**src/rtl/i2c_sensor_target.sv**
```systemverilog
// I2C target with a small register file, pointer-based auto-increment access and one live sensor register.
// Build option: define I2C_TARGET_GLITCH_FILTER_EN to add a 3-sample majority filter on SCL/SDA.
module i2c_sensor_target #(
    parameter int         DATA_DEPTH  = 8,
    parameter logic [6:0] TARGET_ADDR = 7'h4E,
    parameter int         NUM_REGS    = 16,
    parameter int         SENSOR_REG  = 0,
    localparam int        ADDR_W      = $clog2(NUM_REGS)
) (
    input  logic                  i_clk,
    input  logic                  i_rst_n,
    input  logic                  i_scl,
    input  logic                  i_sda,
    output logic                  o_sda_oe,
    input  logic [DATA_DEPTH-1:0] i_sensor_bits,
    output logic                  o_sensor_read,
    output logic                  o_wr_valid,
    output logic [ADDR_W-1:0]     o_wr_addr,
    output logic [DATA_DEPTH-1:0] o_wr_bits,
    output logic                  o_busy
);

    localparam logic [ADDR_W-1:0] SENSOR_IDX = ADDR_W'(SENSOR_REG);
    localparam logic [3:0]        LAST_BIT   = 4'(DATA_DEPTH - 1);
    localparam logic [3:0]        BYTE_DONE  = 4'(DATA_DEPTH);

    typedef enum logic [3:0] {
        IDLE, ADDR, ADDR_ACK, PTR, PTR_ACK, WDATA, WDATA_ACK, RDATA, RACK, IGNORE
    } state_t;

    state_t                  state, state_nxt;
    logic [3:0]              bit_cnt, bit_cnt_nxt;
    logic [DATA_DEPTH-1:0]   shift, shift_nxt;
    logic [ADDR_W-1:0]       pointer, pointer_nxt;
    logic                    oe_nxt, busy_nxt, wr_valid_nxt, sensor_read_nxt, reg_we;
    logic [ADDR_W-1:0]       wr_addr_nxt;
    logic [DATA_DEPTH-1:0]   wr_bits_nxt;
    logic [DATA_DEPTH-1:0]   regs [NUM_REGS];

    logic scl_p0, scl_p1, scl_p2, sda_p0, sda_p1, sda_p2;
    logic scl, sda;

    // Stage p0/p1: two-flop synchronizers; idle bus level is high.
    always_ff @(posedge i_clk or negedge i_rst_n) begin
        if (!i_rst_n) begin
            scl_p0 <= 1'b1;
            scl_p1 <= 1'b1;
            sda_p0 <= 1'b1;
            sda_p1 <= 1'b1;
        end else begin
            scl_p0 <= i_scl;
            scl_p1 <= scl_p0;
            sda_p0 <= i_sda;
            sda_p1 <= sda_p0;
        end
    end

`ifdef I2C_TARGET_GLITCH_FILTER_EN
    function automatic logic majority(input logic a, input logic b, input logic c);
        return (a & b) | (a & c) | (b & c);
    endfunction

    logic [1:0] scl_hist, sda_hist;
    logic       scl_flt, sda_flt;

    // Filter stage: registered majority of the last three synchronized samples.
    always_ff @(posedge i_clk or negedge i_rst_n) begin
        if (!i_rst_n) begin
            scl_hist <= 2'b11;
            sda_hist <= 2'b11;
            scl_flt  <= 1'b1;
            sda_flt  <= 1'b1;
        end else begin
            scl_hist <= {scl_hist[0], scl_p1};
            sda_hist <= {sda_hist[0], sda_p1};
            scl_flt  <= majority(scl_p1, scl_hist[0], scl_hist[1]);
            sda_flt  <= majority(sda_p1, sda_hist[0], sda_hist[1]);
        end
    end

    assign scl = scl_flt;
    assign sda = sda_flt;
`else
    assign scl = scl_p1;
    assign sda = sda_p1;
`endif

    // Stage p2: previous sample for edge and bus-condition detection.
    always_ff @(posedge i_clk or negedge i_rst_n) begin
        if (!i_rst_n) begin
            scl_p2 <= 1'b1;
            sda_p2 <= 1'b1;
        end else begin
            scl_p2 <= scl;
            sda_p2 <= sda;
        end
    end

    logic                  scl_rise, scl_fall, start_cond, stop_cond;
    logic [DATA_DEPTH-1:0] rx_byte, load_byte;
    logic [ADDR_W-1:0]     load_idx;

    assign scl_rise   = scl & ~scl_p2;
    assign scl_fall   = ~scl & scl_p2;
    assign start_cond = scl & scl_p2 & sda_p2 & ~sda;
    assign stop_cond  = scl & scl_p2 & ~sda_p2 & sda;
    assign rx_byte    = {shift[DATA_DEPTH-2:0], sda};

    // A byte loaded from RACK belongs to the next pointer value.
    assign load_idx  = (state == RACK) ? pointer + ADDR_W'(1) : pointer;
    assign load_byte = (load_idx == SENSOR_IDX) ? i_sensor_bits : regs[load_idx];

    always_ff @(posedge i_clk or negedge i_rst_n) begin
        if (!i_rst_n) begin
            state         <= IDLE;
            bit_cnt       <= '0;
            shift         <= '0;
            pointer       <= '0;
            o_sda_oe      <= 1'b0;
            o_busy        <= 1'b0;
            o_wr_valid    <= 1'b0;
            o_wr_addr     <= '0;
            o_wr_bits     <= '0;
            o_sensor_read <= 1'b0;
        end else begin
            state         <= state_nxt;
            bit_cnt       <= bit_cnt_nxt;
            shift         <= shift_nxt;
            pointer       <= pointer_nxt;
            o_sda_oe      <= oe_nxt;
            o_busy        <= busy_nxt;
            o_wr_valid    <= wr_valid_nxt;
            o_wr_addr     <= wr_addr_nxt;
            o_wr_bits     <= wr_bits_nxt;
            o_sensor_read <= sensor_read_nxt;
        end
    end

    always_ff @(posedge i_clk or negedge i_rst_n) begin
        if (!i_rst_n) begin
            for (int i = 0; i < NUM_REGS; i++) regs[i] <= '0;
        end else if (reg_we) begin
            regs[pointer] <= rx_byte;
        end
    end

    always_comb begin
        state_nxt       = state;
        bit_cnt_nxt     = bit_cnt;
        shift_nxt       = shift;
        pointer_nxt     = pointer;
        oe_nxt          = o_sda_oe;
        busy_nxt        = o_busy;
        wr_valid_nxt    = 1'b0;
        wr_addr_nxt     = o_wr_addr;
        wr_bits_nxt     = o_wr_bits;
        sensor_read_nxt = 1'b0;
        reg_we          = 1'b0;

        if (start_cond) begin
            state_nxt   = ADDR;
            bit_cnt_nxt = '0;
            oe_nxt      = 1'b0;
            busy_nxt    = 1'b0;
        end else if (stop_cond) begin
            state_nxt   = IDLE;
            bit_cnt_nxt = '0;
            oe_nxt      = 1'b0;
            busy_nxt    = 1'b0;
        end else begin
            case (state)
                ADDR: begin
                    if (scl_rise) begin
                        shift_nxt   = rx_byte;
                        bit_cnt_nxt = bit_cnt + 4'd1;
                        if (bit_cnt == LAST_BIT) begin
                            if (rx_byte[DATA_DEPTH-1 -: 7] == TARGET_ADDR) begin
                                state_nxt = ADDR_ACK;
                                busy_nxt  = 1'b1;
                            end else begin
                                state_nxt = IGNORE;
                            end
                        end
                    end
                end
                // In the ACK states the first falling edge starts the ACK and the
                // second ends it, so the current drive level tells the two apart.
                ADDR_ACK: begin
                    if (scl_fall) begin
                        if (!o_sda_oe) begin
                            oe_nxt = 1'b1;
                        end else if (shift[0]) begin
                            shift_nxt       = load_byte;
                            oe_nxt          = ~load_byte[DATA_DEPTH-1];
                            bit_cnt_nxt     = '0;
                            sensor_read_nxt = (pointer == SENSOR_IDX);
                            state_nxt       = RDATA;
                        end else begin
                            oe_nxt      = 1'b0;
                            bit_cnt_nxt = '0;
                            state_nxt   = PTR;
                        end
                    end
                end
                PTR: begin
                    if (scl_rise) begin
                        shift_nxt   = rx_byte;
                        bit_cnt_nxt = bit_cnt + 4'd1;
                        if (bit_cnt == LAST_BIT) begin
                            pointer_nxt = rx_byte[ADDR_W-1:0];
                            state_nxt   = PTR_ACK;
                        end
                    end
                end
                PTR_ACK, WDATA_ACK: begin
                    if (scl_fall) begin
                        if (!o_sda_oe) begin
                            oe_nxt = 1'b1;
                        end else begin
                            oe_nxt      = 1'b0;
                            bit_cnt_nxt = '0;
                            state_nxt   = WDATA;
                        end
                    end
                end
                WDATA: begin
                    if (scl_rise) begin
                        shift_nxt   = rx_byte;
                        bit_cnt_nxt = bit_cnt + 4'd1;
                        if (bit_cnt == LAST_BIT) begin
                            state_nxt   = WDATA_ACK;
                            pointer_nxt = pointer + ADDR_W'(1);
                            if (pointer != SENSOR_IDX) begin
                                reg_we       = 1'b1;
                                wr_valid_nxt = 1'b1;
                                wr_addr_nxt  = pointer;
                                wr_bits_nxt  = rx_byte;
                            end
                        end
                    end
                end
                RDATA: begin
                    if (scl_rise) begin
                        bit_cnt_nxt = bit_cnt + 4'd1;
                    end else if (scl_fall) begin
                        if (bit_cnt == BYTE_DONE) begin
                            oe_nxt    = 1'b0;
                            state_nxt = RACK;
                        end else if (bit_cnt == 4'd0) begin
                            oe_nxt = ~shift[DATA_DEPTH-1];
                        end else begin
                            shift_nxt = {shift[DATA_DEPTH-2:0], 1'b0};
                            oe_nxt    = ~shift[DATA_DEPTH-2];
                        end
                    end
                end
                RACK: begin
                    if (scl_rise) begin
                        if (!sda) begin
                            pointer_nxt     = load_idx;
                            shift_nxt       = load_byte;
                            sensor_read_nxt = (load_idx == SENSOR_IDX);
                            bit_cnt_nxt     = '0;
                            state_nxt       = RDATA;
                        end else begin
                            state_nxt = IGNORE;
                        end
                    end
                end
                default: ;
            endcase
        end
    end

endmodule
```
**config.mk**
```make
export PLATFORM = sky130hd
export DESIGN_NAME = i2c_sensor_target
export DESIGN_NICKNAME = d
export VERILOG_FILES = /design/src/rtl/i2c_sensor_target.sv
export SDC_FILE = /design/constraint.sdc
export NUM_CORES = 1
export LEC_CHECK = 0
export ABC_AREA = 0
export ABC_CLOCK_PERIOD_IN_PS = 3400
export BUFFER_PORTS_ARGS = -buffer_cell sky130_fd_sc_hd__buf_2
export CAP_MARGIN = 20
export CORE_MARGIN = 1
export CORE_UTILIZATION = 63
export CTS_BUF_LIST = sky130_fd_sc_hd__clkbuf_8 sky130_fd_sc_hd__clkbuf_16
export DETAILED_ROUTE_END_ITERATION = 10
export PLACE_DENSITY = 0.81
export SYNTH_ARGS = -nofsm -noshare
export SYNTH_HDL_FRONTEND = slang
export SYNTH_SLANG_ARGS = --single-unit
```
**constraint.sdc**
```tcl
create_clock -name i_clk -period 3.4 [get_ports i_clk]
set_input_delay 0.17 -clock i_clk [delete_from_list [all_inputs] [get_ports i_clk]]
set_output_delay 0.17 -clock i_clk [all_outputs]
set_load 0.005 [all_outputs]
```
==> run_results.csv <==
group,metric,value,unit
yosys,syn_area_per_cell,11.0,µm²
finish,fin_nets,845,
finish,final_cell_mix,"dfrtp_1, mux2_2, nand2_1, mux2i_1, o21ai_0",
cts,cts_htree_levels,4,
yosys,synth.distinct_cells,80,
setup_path,timing.rr.end,"regs[42]",
sta,slew_headroom,35.3,%
routing,first_pass_iters,6,
pwr,power,6.89,mW
routing,vias,7303,
yosys,synth-simple-area-share,10.9,%
setup_path,startpoint_type,"flip-flop",
die,start_util,64.3,%
die,dieWidth,121,µm
cts,insertion_delay,0.44,ns
yosys,ys.flop_type,"dfrtp_1",
setup_path,rr_worst_depth,8,
cts,cts_sinks,162,
sta,slew_viol_final,0,
hold_path,hold_end,"shift[3]",
sta,setup_viol,0,
global_routing,grt_max_degree,88,
yosys,synth_compound_area_share,16.0,%
setup_path,cp.arrival,3.39,ns
sta,finalSetupTns,0,ns
global_routing,gr-total-overflow,0,
setup_path,cp_cell_sequence,"buf_4 > nand2b_1 > or4_1 > a21oi_2 > nand2_1 > nor2_2 > nand2_1 > mux2_2",
placement,numPortBuffers,27,
yosys,synthArstFlopShare,100,%
sta,final_hold_viol_count,0,
die,ioPinCount,28,
setup_path,end_kind,"flip-flop",
yosys,synth_adder_area_share,0.845,%
routing,ant_nets,0,
cts,cts-buffers-inserted,17,
global_routing,grt_use_total,37.1,%
sta,fin_skew,0.0105,ns
setup_path,rr_startpoint,"state[1]",
yosys,synth_edf_count,0,
cts,cts_setup_buffers,0,
yosys,post_synth_mux_area_share,22.4,%
yosys,synth_top_family_by_area,"multiplexers",
run_status,status,"completed",
finish,layout-drive-gt1-share,28.8,%
pwr,power_leakage,4.47,nW
sta,period_minus_slack,3.08,ns
setup_path,crit_buf_inv,1,
routing,drc,0,
hold_path,worstHoldStart,"i_sensor_bits[3]",
routing,drt-total-wl,25.5,mm
setup_path,crit_top_cell,"nand2_1",
routing,via_per_inst,7.16,
setup_path,critPathKind,"reg -> reg",
yosys,netlist_instances,811,
yosys,ys.warnings.count,0,
setup_path,cp_slowest_cell,"or4_1",
finish,syn_to_final_growth,11.3,%
cts,path_clk_slew,0.06,ns
sta,timing.final.crit_share,90.5,%
pwr,power_density,696,nW/µm²
die,fp-row-count,43,
die,dieArea,14600,µm²
yosys,ys_ff_latch,162,
flow_run,drv_cap,0,
hold_path,hold_depth,3,
setup_path,path_max_fanout,10,
yosys,synthesis.nets,829,
cts,cts_resized,0,
yosys,seq_area_frac_synth,45.7,%
die,fp.dieH,121,µm
routing,drt_iter0_markers,831,
finish,fin_cells,1020,
sta,rsz0062_at_grt,"false",
setup_path,critPathMaxStageDelay,0.55,ns
cts,clk_path_buf_depth,2,
setup_path,cpLargestDelayFamily,"simple AND/OR/NAND/NOR gates",
yosys,syn-cell-area,8890,µm²
yosys,synth_xor_area_share,0.774,%
setup_path,reg2reg_slack,0.32,ns
placement,dpl.cell_count,985,
finish,antenna_cells,0,
die,core-area,13800,µm²
cts,cts_tree,"yes",
global_routing,grt_pass1_wl,40.4,mm
routing,wl_per_cell,25.0,µm
finish,layout.cells.most_common,"dfrtp_1",
setup_path,critPathRequiredTime,3.72,ns
placement,gp_congestion,0.955,
sta,timing.fmax,0.325,GHz
cts,clock-root-buffer,"clkbuf_16",
global_routing,grt_antenna_before_repair,0,
setup_path,crit_path_start,"state[1]",
pwr,ir_worst_vdd,442,µV
placement,place_hpwl,16.6,mm
sta,worst_pin_slew,0.959,ns
hold_path,hp-class,"in -> reg",
global_routing,first_global_vias,7300,
==> how the worst max path moves through the flow <==
stage | to | depth (start not counted)
final | regs[42] | 8
after global routing | shift[6] | 9
after CTS | regs[42] | 8
after detailed placement | regs[42] | 8
after global placement | regs[74] | 6
after floorplan | shift[5] | 11
==> power breakdown <==
part	switching (mW)	internal, mW	total, mW
logic	1.65	0.887	2.53
registers	0.278	2.01	2.29
clock network	0.770	1.30	2.07
==> flip-flops by register name (all words and copies together) (netlist names), 4 cells and up <==
name       count
regs         120
o_wr_addr      4
bit_cnt        4
pointer        4
o_wr_bits      8
shift          8
state          4
==> cells by family (layout without fill, tap and decap cells) <==
logic type,Yosys count,count (layout)
XOR/XNOR,7,7
AO/OA/AOI/OAI,199,199
adder cells (fa/ha/maj),6,6
flip-flops,162,162
buffers and inverters,71,100
AND/OR/NAND/NOR,188,188
multiplexers,178,178
==> cell usage after synthesis, types with 7 or more instances <==
library cell	number	area, µm²
o21ai_0	43	215
o2111ai_1	7	61.3
nor2b_1	16	100
mux2i_1	48	480
buf_2	16	80.1
nand3_1	22	110
a31oi_1	12	75.1
dfrtp_1	156	3900
a211oi_1	9	67.6
a21oi_1	26	130
clkbuf_1	38	143
nand2b_1	12	75.1
inv_1	7	26.3
nor2_1	27	101
nand2_1	69	259
mux2_2	121	1360
a22oi_1	15	113
o221ai_1	22	193
o22ai_1	14	87.6
==> area by class of cell <==
class / count / area [µm²]
clock inverter: 11 / 160
multi-input combinational: 578 / 4530
timing repair buffer: 60 / 409
tap: 180 / 225
sequential: 162 / 4060
inverter: 8 / 30.0
fill: 950 / 3930
clock buffer: 21 / 480
==> through the flow <==
step	setup slack, ns	utilization, %	hold WS, ns	area, µm²
floorplan	0.772	-	-0.126	8890
global placement	0.486	66.7	0.274	9230
detailed placement	0.426	66.7	0.276	9230
CTS	0.412	71.6	0.0931	9900
global route	0.215	71.6	0.114	9900
finish	0.324	71.6	0.103	9900
==> worst register-to-register path: cells and delay by family, from the launching register on <==
family | cells | cell delay [ns]
and+or+nand+nor | 5 | 1.54
DFF | 1 | 0.53
muxes | 1 | 0.45
buffers and inverters | 1 | 0.25
AOI/OAI and AO/OA | 1 | 0.20
==> what timing repair did <==
item	4_1_cts	5_1_grt
endpoints found under the setup margin	0	0
endpoints found under the hold margin	82	0
hold buffers	3	0
==> metal layers <==
| layer | part of all wire, % | routed length [µm] | global-route usage (%) | vias up |
|---|---|---|---|---|
| met4 | 4.1 | 1050 | 19.1 | 0 |
| li1 | - | - | - | 3083 |
| met1 | 38 | 9760 | 47.1 | 3637 |
| met5 | 0 | 0 | 0 | - |
| met3 | 9.0 | 2310 | 7.69 | 110 |
| met2 | 49 | 12400 | 60.1 | 473 |
Power figures use the tool's default switching activity.
